--- config.mk ---
export PLATFORM = sky130hd
export DESIGN_NAME = fetch_stage_flat
export DESIGN_NICKNAME = d
export VERILOG_FILES = /design/src/rtl/mips_pkg.sv /design/src/rtl/fetch_stage_if.sv /design/src/rtl/fetch_stage_pc_gen.sv /design/src/rtl/fetch_stage.sv /design/src/flat_wrapper.sv
export SDC_FILE = /design/constraint.sdc
export NUM_CORES = 1
export LEC_CHECK = 0
export BUFFER_PORTS_ARGS = -buffer_cell sky130_fd_sc_hd__buf_4
export CORE_AREA = 2 2 115 117
export CTS_CLUSTER_SIZE = 10
export DETAILED_ROUTE_END_ITERATION = 10
export DIE_AREA = 0 0 117 119
export GPL_ROUTABILITY_DRIVEN = 1
export HOLD_SLACK_MARGIN = 0.15
export PLACE_DENSITY_LB_ADDON = 0.2
export SLEW_MARGIN = 20
export SYNTH_ARGS = -nofsm -noshare
export SYNTH_HDL_FRONTEND = slang
export SYNTH_SLANG_ARGS = --single-unit
--- constraint.sdc ---
create_clock -name clk -period 1.95 [get_ports clk]
set_input_delay 0.39 -clock clk [delete_from_list [all_inputs] [get_ports clk]]
set_output_delay 0.39 -clock clk [all_outputs]
set_load 0.03 [all_outputs]
--- src/rtl/mips_pkg.sv ---
// Shared MIPS pipeline definitions: reset vector, NOP, opcodes, fetch FSM states, IF/ID payload.
package mips_pkg;

  localparam logic [31:0] RESET_PC_DEF = 32'h0000_3000;
  localparam int unsigned IM_AW_DEF    = 10;
  localparam logic [31:0] INST_NOP     = 32'h0000_0000;

  localparam logic [5:0] OP_SPECIAL = 6'h00;
  localparam logic [5:0] OP_JAL     = 6'h03;
  localparam logic [5:0] OP_BEQ     = 6'h04;
  localparam logic [5:0] OP_ORI     = 6'h0D;
  localparam logic [5:0] OP_LUI     = 6'h0F;
  localparam logic [5:0] OP_LW      = 6'h23;
  localparam logic [5:0] OP_SW      = 6'h2B;

  typedef enum logic [1:0] {
    ST_BOOT  = 2'd0,
    ST_RUN   = 2'd1,
    ST_FAULT = 2'd2
  } fetch_state_e;

  typedef struct packed {
    logic        valid;
    logic [31:0] inst;
    logic [31:0] pc;
    logic [31:0] pc4;
  } ifid_t;

  localparam ifid_t IFID_BUBBLE = '{valid: 1'b0, inst: INST_NOP, pc: 32'h0, pc4: 32'h0};

endpackage

--- src/rtl/fetch_stage_if.sv ---
// Instruction-memory port and IF/ID register outputs of the fetch stage.
interface fetch_stage_if #(
  parameter int unsigned IM_AW = 10
);
  logic [IM_AW-1:0] imem_addr;
  logic [31:0]      imem_rdata;
  logic             id_valid;
  logic [31:0]      id_inst;
  logic [31:0]      id_pc;
  logic [31:0]      id_pc4;

  modport master (
    output imem_addr,
    input  imem_rdata,
    output id_valid,
    output id_inst,
    output id_pc,
    output id_pc4
  );

  modport slave (
    input  imem_addr,
    output imem_rdata,
    input  id_valid,
    input  id_inst,
    input  id_pc,
    input  id_pc4
  );
endinterface

--- src/rtl/fetch_stage_pc_gen.sv ---
// Next-PC selection, pc+4 adder and imem range/alignment check for the fetch stage.
module fetch_stage_pc_gen
  import mips_pkg::*;
#(
  parameter logic [31:0] RESET_PC = RESET_PC_DEF,
  parameter int unsigned IM_AW    = IM_AW_DEF
) (
  input  logic [31:0] pc,
  input  logic        stall,
  input  logic        redirect_valid,
  input  logic [31:0] redirect_pc,
  output logic [31:0] next_pc_c,
  output logic [31:0] pc4_c,
  output logic        bad_pc_c
);

  // One past the last imem byte; 33 bits so a base near the top cannot overflow.
  localparam logic [32:0] PC_LIMIT = {1'b0, RESET_PC} + (33'(1) << (IM_AW + 2));

  assign pc4_c = pc + 32'd4;

  always_comb begin
    next_pc_c = pc4_c;
    if (redirect_valid) begin
      next_pc_c = redirect_pc;
    end else if (stall) begin
      next_pc_c = pc;
    end
  end

  assign bad_pc_c = (pc < RESET_PC) || ({1'b0, pc} >= PC_LIMIT) || (pc[1:0] != 2'b00);

endmodule

--- src/rtl/fetch_stage.sv ---
// IF stage: PC register, boot/run/fault FSM and IF/ID register; delay slot is never squashed.
module fetch_stage
  import mips_pkg::*;
#(
  parameter logic [31:0] RESET_PC = RESET_PC_DEF,
  parameter int unsigned IM_AW    = IM_AW_DEF
) (
  input  logic                 clk,
  input  logic                 rst_n,
  input  logic                 stall,
  input  logic                 flush,
  input  logic                 redirect_valid,
  input  logic [31:0]          redirect_pc,
  fetch_stage_if.master        bus,
  output logic                 fetch_fault
);

  fetch_state_e state_q, state_d;
  logic [31:0]  pc_q, pc_d;
  ifid_t        ifid_q, ifid_d;
  logic         fault_d;

  logic [31:0]  next_pc;
  logic [31:0]  pc4;
  logic         bad_pc;

  fetch_stage_pc_gen #(
    .RESET_PC (RESET_PC),
    .IM_AW    (IM_AW)
  ) u_pc_gen (
    .pc             (pc_q),
    .stall          (stall),
    .redirect_valid (redirect_valid),
    .redirect_pc    (redirect_pc),
    .next_pc_c      (next_pc),
    .pc4_c          (pc4),
    .bad_pc_c       (bad_pc)
  );

  // Word address relative to the imem base, wrapping within the imem size.
  assign bus.imem_addr = pc_q[IM_AW+1:2] - RESET_PC[IM_AW+1:2];

  assign bus.id_valid = ifid_q.valid;
  assign bus.id_inst  = ifid_q.inst;
  assign bus.id_pc    = ifid_q.pc;
  assign bus.id_pc4   = ifid_q.pc4;

  always_ff @(posedge clk or negedge rst_n) begin
    if (!rst_n) begin
      state_q     <= ST_BOOT;
      pc_q        <= RESET_PC;
      ifid_q      <= IFID_BUBBLE;
      fetch_fault <= 1'b0;
    end else begin
      state_q     <= state_d;
      pc_q        <= pc_d;
      ifid_q      <= ifid_d;
      fetch_fault <= fault_d;
    end
  end

  always_comb begin
    state_d = state_q;
    pc_d    = pc_q;
    ifid_d  = ifid_q;
    fault_d = fetch_fault;
    unique case (state_q)
      ST_BOOT: begin
        state_d = ST_RUN;
      end
      ST_RUN: begin
        if (bad_pc && !stall) begin
          // A bad fetch never reaches ID; the PC freezes on the offending address.
          state_d = ST_FAULT;
          fault_d = 1'b1;
          ifid_d  = IFID_BUBBLE;
        end else begin
          pc_d = next_pc;
          if (flush) begin
            ifid_d = IFID_BUBBLE;
          end else if (!stall) begin
            ifid_d = '{valid: 1'b1, inst: bus.imem_rdata, pc: pc_q, pc4: pc4};
          end
        end
      end
      ST_FAULT: begin
        fault_d = 1'b1;
        ifid_d  = IFID_BUBBLE;
      end
      default: begin
        state_d = ST_BOOT;
      end
    endcase
  end

endmodule

--- src/flat_wrapper.sv ---
// flat-port wrapper written by rule: the top's interface ports become plain ports
module fetch_stage_flat import mips_pkg::*;
#(
  parameter logic [31:0] RESET_PC = RESET_PC_DEF,
  parameter int unsigned IM_AW    = IM_AW_DEF
)
  (clk, rst_n, stall, flush, redirect_valid, redirect_pc, fetch_fault, bus_imem_addr, bus_imem_rdata, bus_id_valid, bus_id_inst, bus_id_pc, bus_id_pc4);
  fetch_stage_if #(.IM_AW(IM_AW)) bus_i ();
  input  logic clk;
  input  logic rst_n;
  input  logic stall;
  input  logic flush;
  input  logic redirect_valid;
  input  logic [31:0] redirect_pc;
  output logic fetch_fault;
  output wire logic [$bits(bus_i.imem_addr)-1:0] bus_imem_addr;
  input wire logic [$bits(bus_i.imem_rdata)-1:0] bus_imem_rdata;
  output wire logic [$bits(bus_i.id_valid)-1:0] bus_id_valid;
  output wire logic [$bits(bus_i.id_inst)-1:0] bus_id_inst;
  output wire logic [$bits(bus_i.id_pc)-1:0] bus_id_pc;
  output wire logic [$bits(bus_i.id_pc4)-1:0] bus_id_pc4;
  assign bus_imem_addr = bus_i.imem_addr;
  assign bus_i.imem_rdata = bus_imem_rdata;
  assign bus_id_valid = bus_i.id_valid;
  assign bus_id_inst = bus_i.id_inst;
  assign bus_id_pc = bus_i.id_pc;
  assign bus_id_pc4 = bus_i.id_pc4;
  fetch_stage #(.RESET_PC(RESET_PC), .IM_AW(IM_AW)) u_core (.clk(clk), .rst_n(rst_n), .stall(stall), .flush(flush), .redirect_valid(redirect_valid), .redirect_pc(redirect_pc), .bus(bus_i), .fetch_fault(fetch_fault));
endmodule
==> run metrics <==
Post-DP HPWL 11200 um; CP Cell Sequence nor4_2, nand4_1, buf_4, o41ai_4, buf_4, mux2_1; cell mode on critical path buf_4; Most used DFF post-synth dfrtp_1; CP startpoint kind flip-flop; number of max-cap violations 0; Fin. Hold Viols 0; Initial Utilization 45.4%; Cell Pwr Density 1770 nW/um^2; period utilization 103%; Iteration-0 DRC Markers 327; gr usage total 23.4%; Slew Viols, Final 0; drt drc 0; Vias/cell 5.45; CTS Sinks 130; CTS root buf clkbuf_16; remaining global-route overflow 0; via count 5134; fin worst setup slack -0.0575 ns; final setup fails 7; outcome finished, violations left; Top-Level Pins 177; Area Overhead vs Synth 47.6%; top cells by area, synth dfrtp_1, a22o_1, o21ai_0, nand2_1, xnor2_1; ANT nets after route 0; Post-Synthesis Cells 538; RSZ-0062 raised after global routing yes; CP delay by family, top simple AND/OR/NAND/NOR gates; CP Class reg2reg; cell with the most instances after synthesis dfrtp_1; Port Buf Inserts 176; worst slew pin tran 0.563 ns; Distinct cells, synth 47; CP Max Fanout 4; Worst VDD drop 1950 uV; Worst Path Arrival 2.31 ns; yosys warns 0; largest net degree at the start of global routing 61; Reg clk slew, reported paths 0.06 ns; sequential-to-total area share from yosys stat 55.7%; Die Ht 119 um; fraction of registers with async set/reset 100%; vias in the first global route 4903; slew margin rel. 62.4%; # nets final 827; clock skew 0.00665 ns; Post-synth EDFFs 0; clock buffer depth 2; DIE WIDTH 117 um; ant diodes 0; most common library cells after synthesis dfrtp_1, a22o_1, nand2_1, o21ai_0, clkbuf_1; Yosys top cell area share 54.8%; drt total wl 17400 um; WL per Instance 18.5 um; Worst path max stage delay 0.40 ns; Fmax 498 MHz; CTS buffer count 17; Hold WS 0.189 ns; CP Capture Type flip-flop; failing checks setup timing; total power draw 15.3 mW; min-delay worst type in2reg; global-route wire length before repair 25100 um; Synth area leader dfrtp_1; GP Congestion 0.901; TritonCTS clock tree built; core footprint 12900 sq um; Lkg Pwr 4.18 nW; row count 42; post-synth net total 612; Synth Register Bits 130; H-tree levels 4; Fillers 1002; Syn Area/Cell 10.9 sq um; CP required 2.25 ns; Post-Syn Area 5840 sq um; Pre-Repair DR Iteration Count 5; slowest CP cell dfrtp_1; antenna violations before repair 0; layout cell share with drive strength beyond 1 41.3%; worst skew pair latency 0.42 ns; Tmin final 2.01 ns; Die ar. 13900 sq um; WP buf/inv 2
[placed cells by master (no fill, tap or decap), types with 3 or more instances in the layout]
| master | instances |
|---|---|
| a21oi_1 | 16 |
| a22o_1 | 62 |
| a2bb2oi_1 | 3 |
| a31oi_1 | 3 |
| and3_1 | 7 |
| and4_1 | 6 |
| buf_12 | 9 |
| buf_4 | 231 |
| buf_6 | 4 |
| bufinv_16 | 3 |
| clkbuf_16 | 23 |
| clkinv_2 | 4 |
| clkinv_4 | 3 |
| dfrtp_1 | 128 |
| ha_1 | 5 |
| inv_1 | 10 |
| mux2_1 | 4 |
| mux2i_1 | 3 |
| nand2_1 | 60 |
| nand3_1 | 15 |
| nand4_1 | 7 |
| nor2_1 | 13 |
| nor3_1 | 13 |
| nor4_2 | 5 |
| o21ai_0 | 24 |
| o21ai_1 | 14 |
| o21ai_2 | 14 |
| o22a_1 | 8 |
| xnor2_1 | 21 |
| xor2_1 | 7 |
[worst paths after layout]
| path | start | end | slack, ns | depth (start not counted) |
|---|---|---|---|---|
| worst max-delay path | u_core.pc_q[31]$_DFFE_PN0P_ | u_core.pc_q[1]$_DFFE_PN0P_ | -0.06 | 6 |
| worst min-delay path | bus_imem_rdata[4] | u_core.bus.id_inst[4]$_DFFE_PN0P_ | 0.19 | 2 |
| worst max register to register | u_core.pc_q[31]$_DFFE_PN0P_ | u_core.pc_q[1]$_DFFE_PN0P_ | -0.06 | 6 |
| worst min register to register | u_core.bus.id_pc4[6]$_DFFE_PN0P_ | u_core.bus.id_pc4[6]$_DFFE_PN0P_ | 0.48 | 2 |
| max in group asynchronous | rst_n | u_core.fetch_fault$_DFFE_PN0P_ | 0.84 | 3 |
| min in group asynchronous | rst_n | u_core.bus.id_inst[0]$_DFFE_PN0P_ | 0.53 | 2 |
[timing repair]
action	in CTS	in global routing
resized for setup	6	55
hold buffers	1	0
gates cloned	0	10
hold endpoints to repair	54	0
pin swaps	3	17
setup buffers	2	4
setup endpoints to repair	80	103
[routing by layer]
metal	global-route usage, %	vias to the layer above	part of all wire (%)
met5	0	-	0
met1	30.9	2533	43
li1	-	2368	-
met2	37.2	198	48
met4	10.2	0	2.9
met3	4.94	35	6.2
[registers in the layout (all words and copies together), names as in the netlist]
| name | flops |
|---|---|
| u_core.bus.id_inst | 32 |
| u_core.bus.id_pc | 30 |
| u_core.bus.id_pc4 | 32 |
| u_core.bus.id_valid | 1 |
| u_core.fetch_fault | 1 |
| u_core.pc_q | 32 |
| u_core.state_q | 2 |
[metrics by stage]
stage	worst slack (ns)	cells	TNS, ns	instance area, sq um	util, %
floorplan	0.0356	538	0	5840	-
global placement	-0.0319	894	-0.0965	7600	59.0
detailed placement	-0.0947	894	-1.51	7600	59.0
CTS	-0.00129	929	-0.00129	8260	64.2
global route	-0.146	942	-4.02	8620	66.9
finish	-0.0575	942	-0.181	8620	66.9
[area by class of cell]
| class | instances | area [sq um] | area share (%) |
|---|---|---|---|
| multi-input cells | 340 | 2350 | 27.3 |
| clock inverters | 13 | 160 | 1.86 |
| repair buffers | 253 | 2150 | 24.9 |
| flip-flops and latches | 130 | 3260 | 37.8 |
| well taps | 176 | 220 | 2.55 |
| clock buffers | 19 | 443 | 5.14 |
| inverters | 11 | 41.3 | 0.479 |
[worst reg2reg max path: cells and delay by family (launching register included)]
kind	cells	cell delay (ns)
AOI/OAI and AO/OA	1	0.22
buffers and inverters	2	0.38
DFF	1	0.40
muxes	1	0.32
and+or+nand+nor	2	0.58
[kinds of logic after synthesis]
group           synth area share (%)
mux                             1.29
simple gates                    11.8
flops                           55.7
fa+ha+maj                       1.07
compound gates                  19.4
buf+inv                         6.49
xor+xnor                        4.20
[power breakdown]
part	switching, mW	internal (mW)	total [mW]
Combinational	4.47	3.04	7.50
Clock	1.21	2.04	3.25
Sequential	0.711	3.80	4.52
Total	6.39	8.88	15.3
Note: power is estimated with default switching activity, not from simulation.
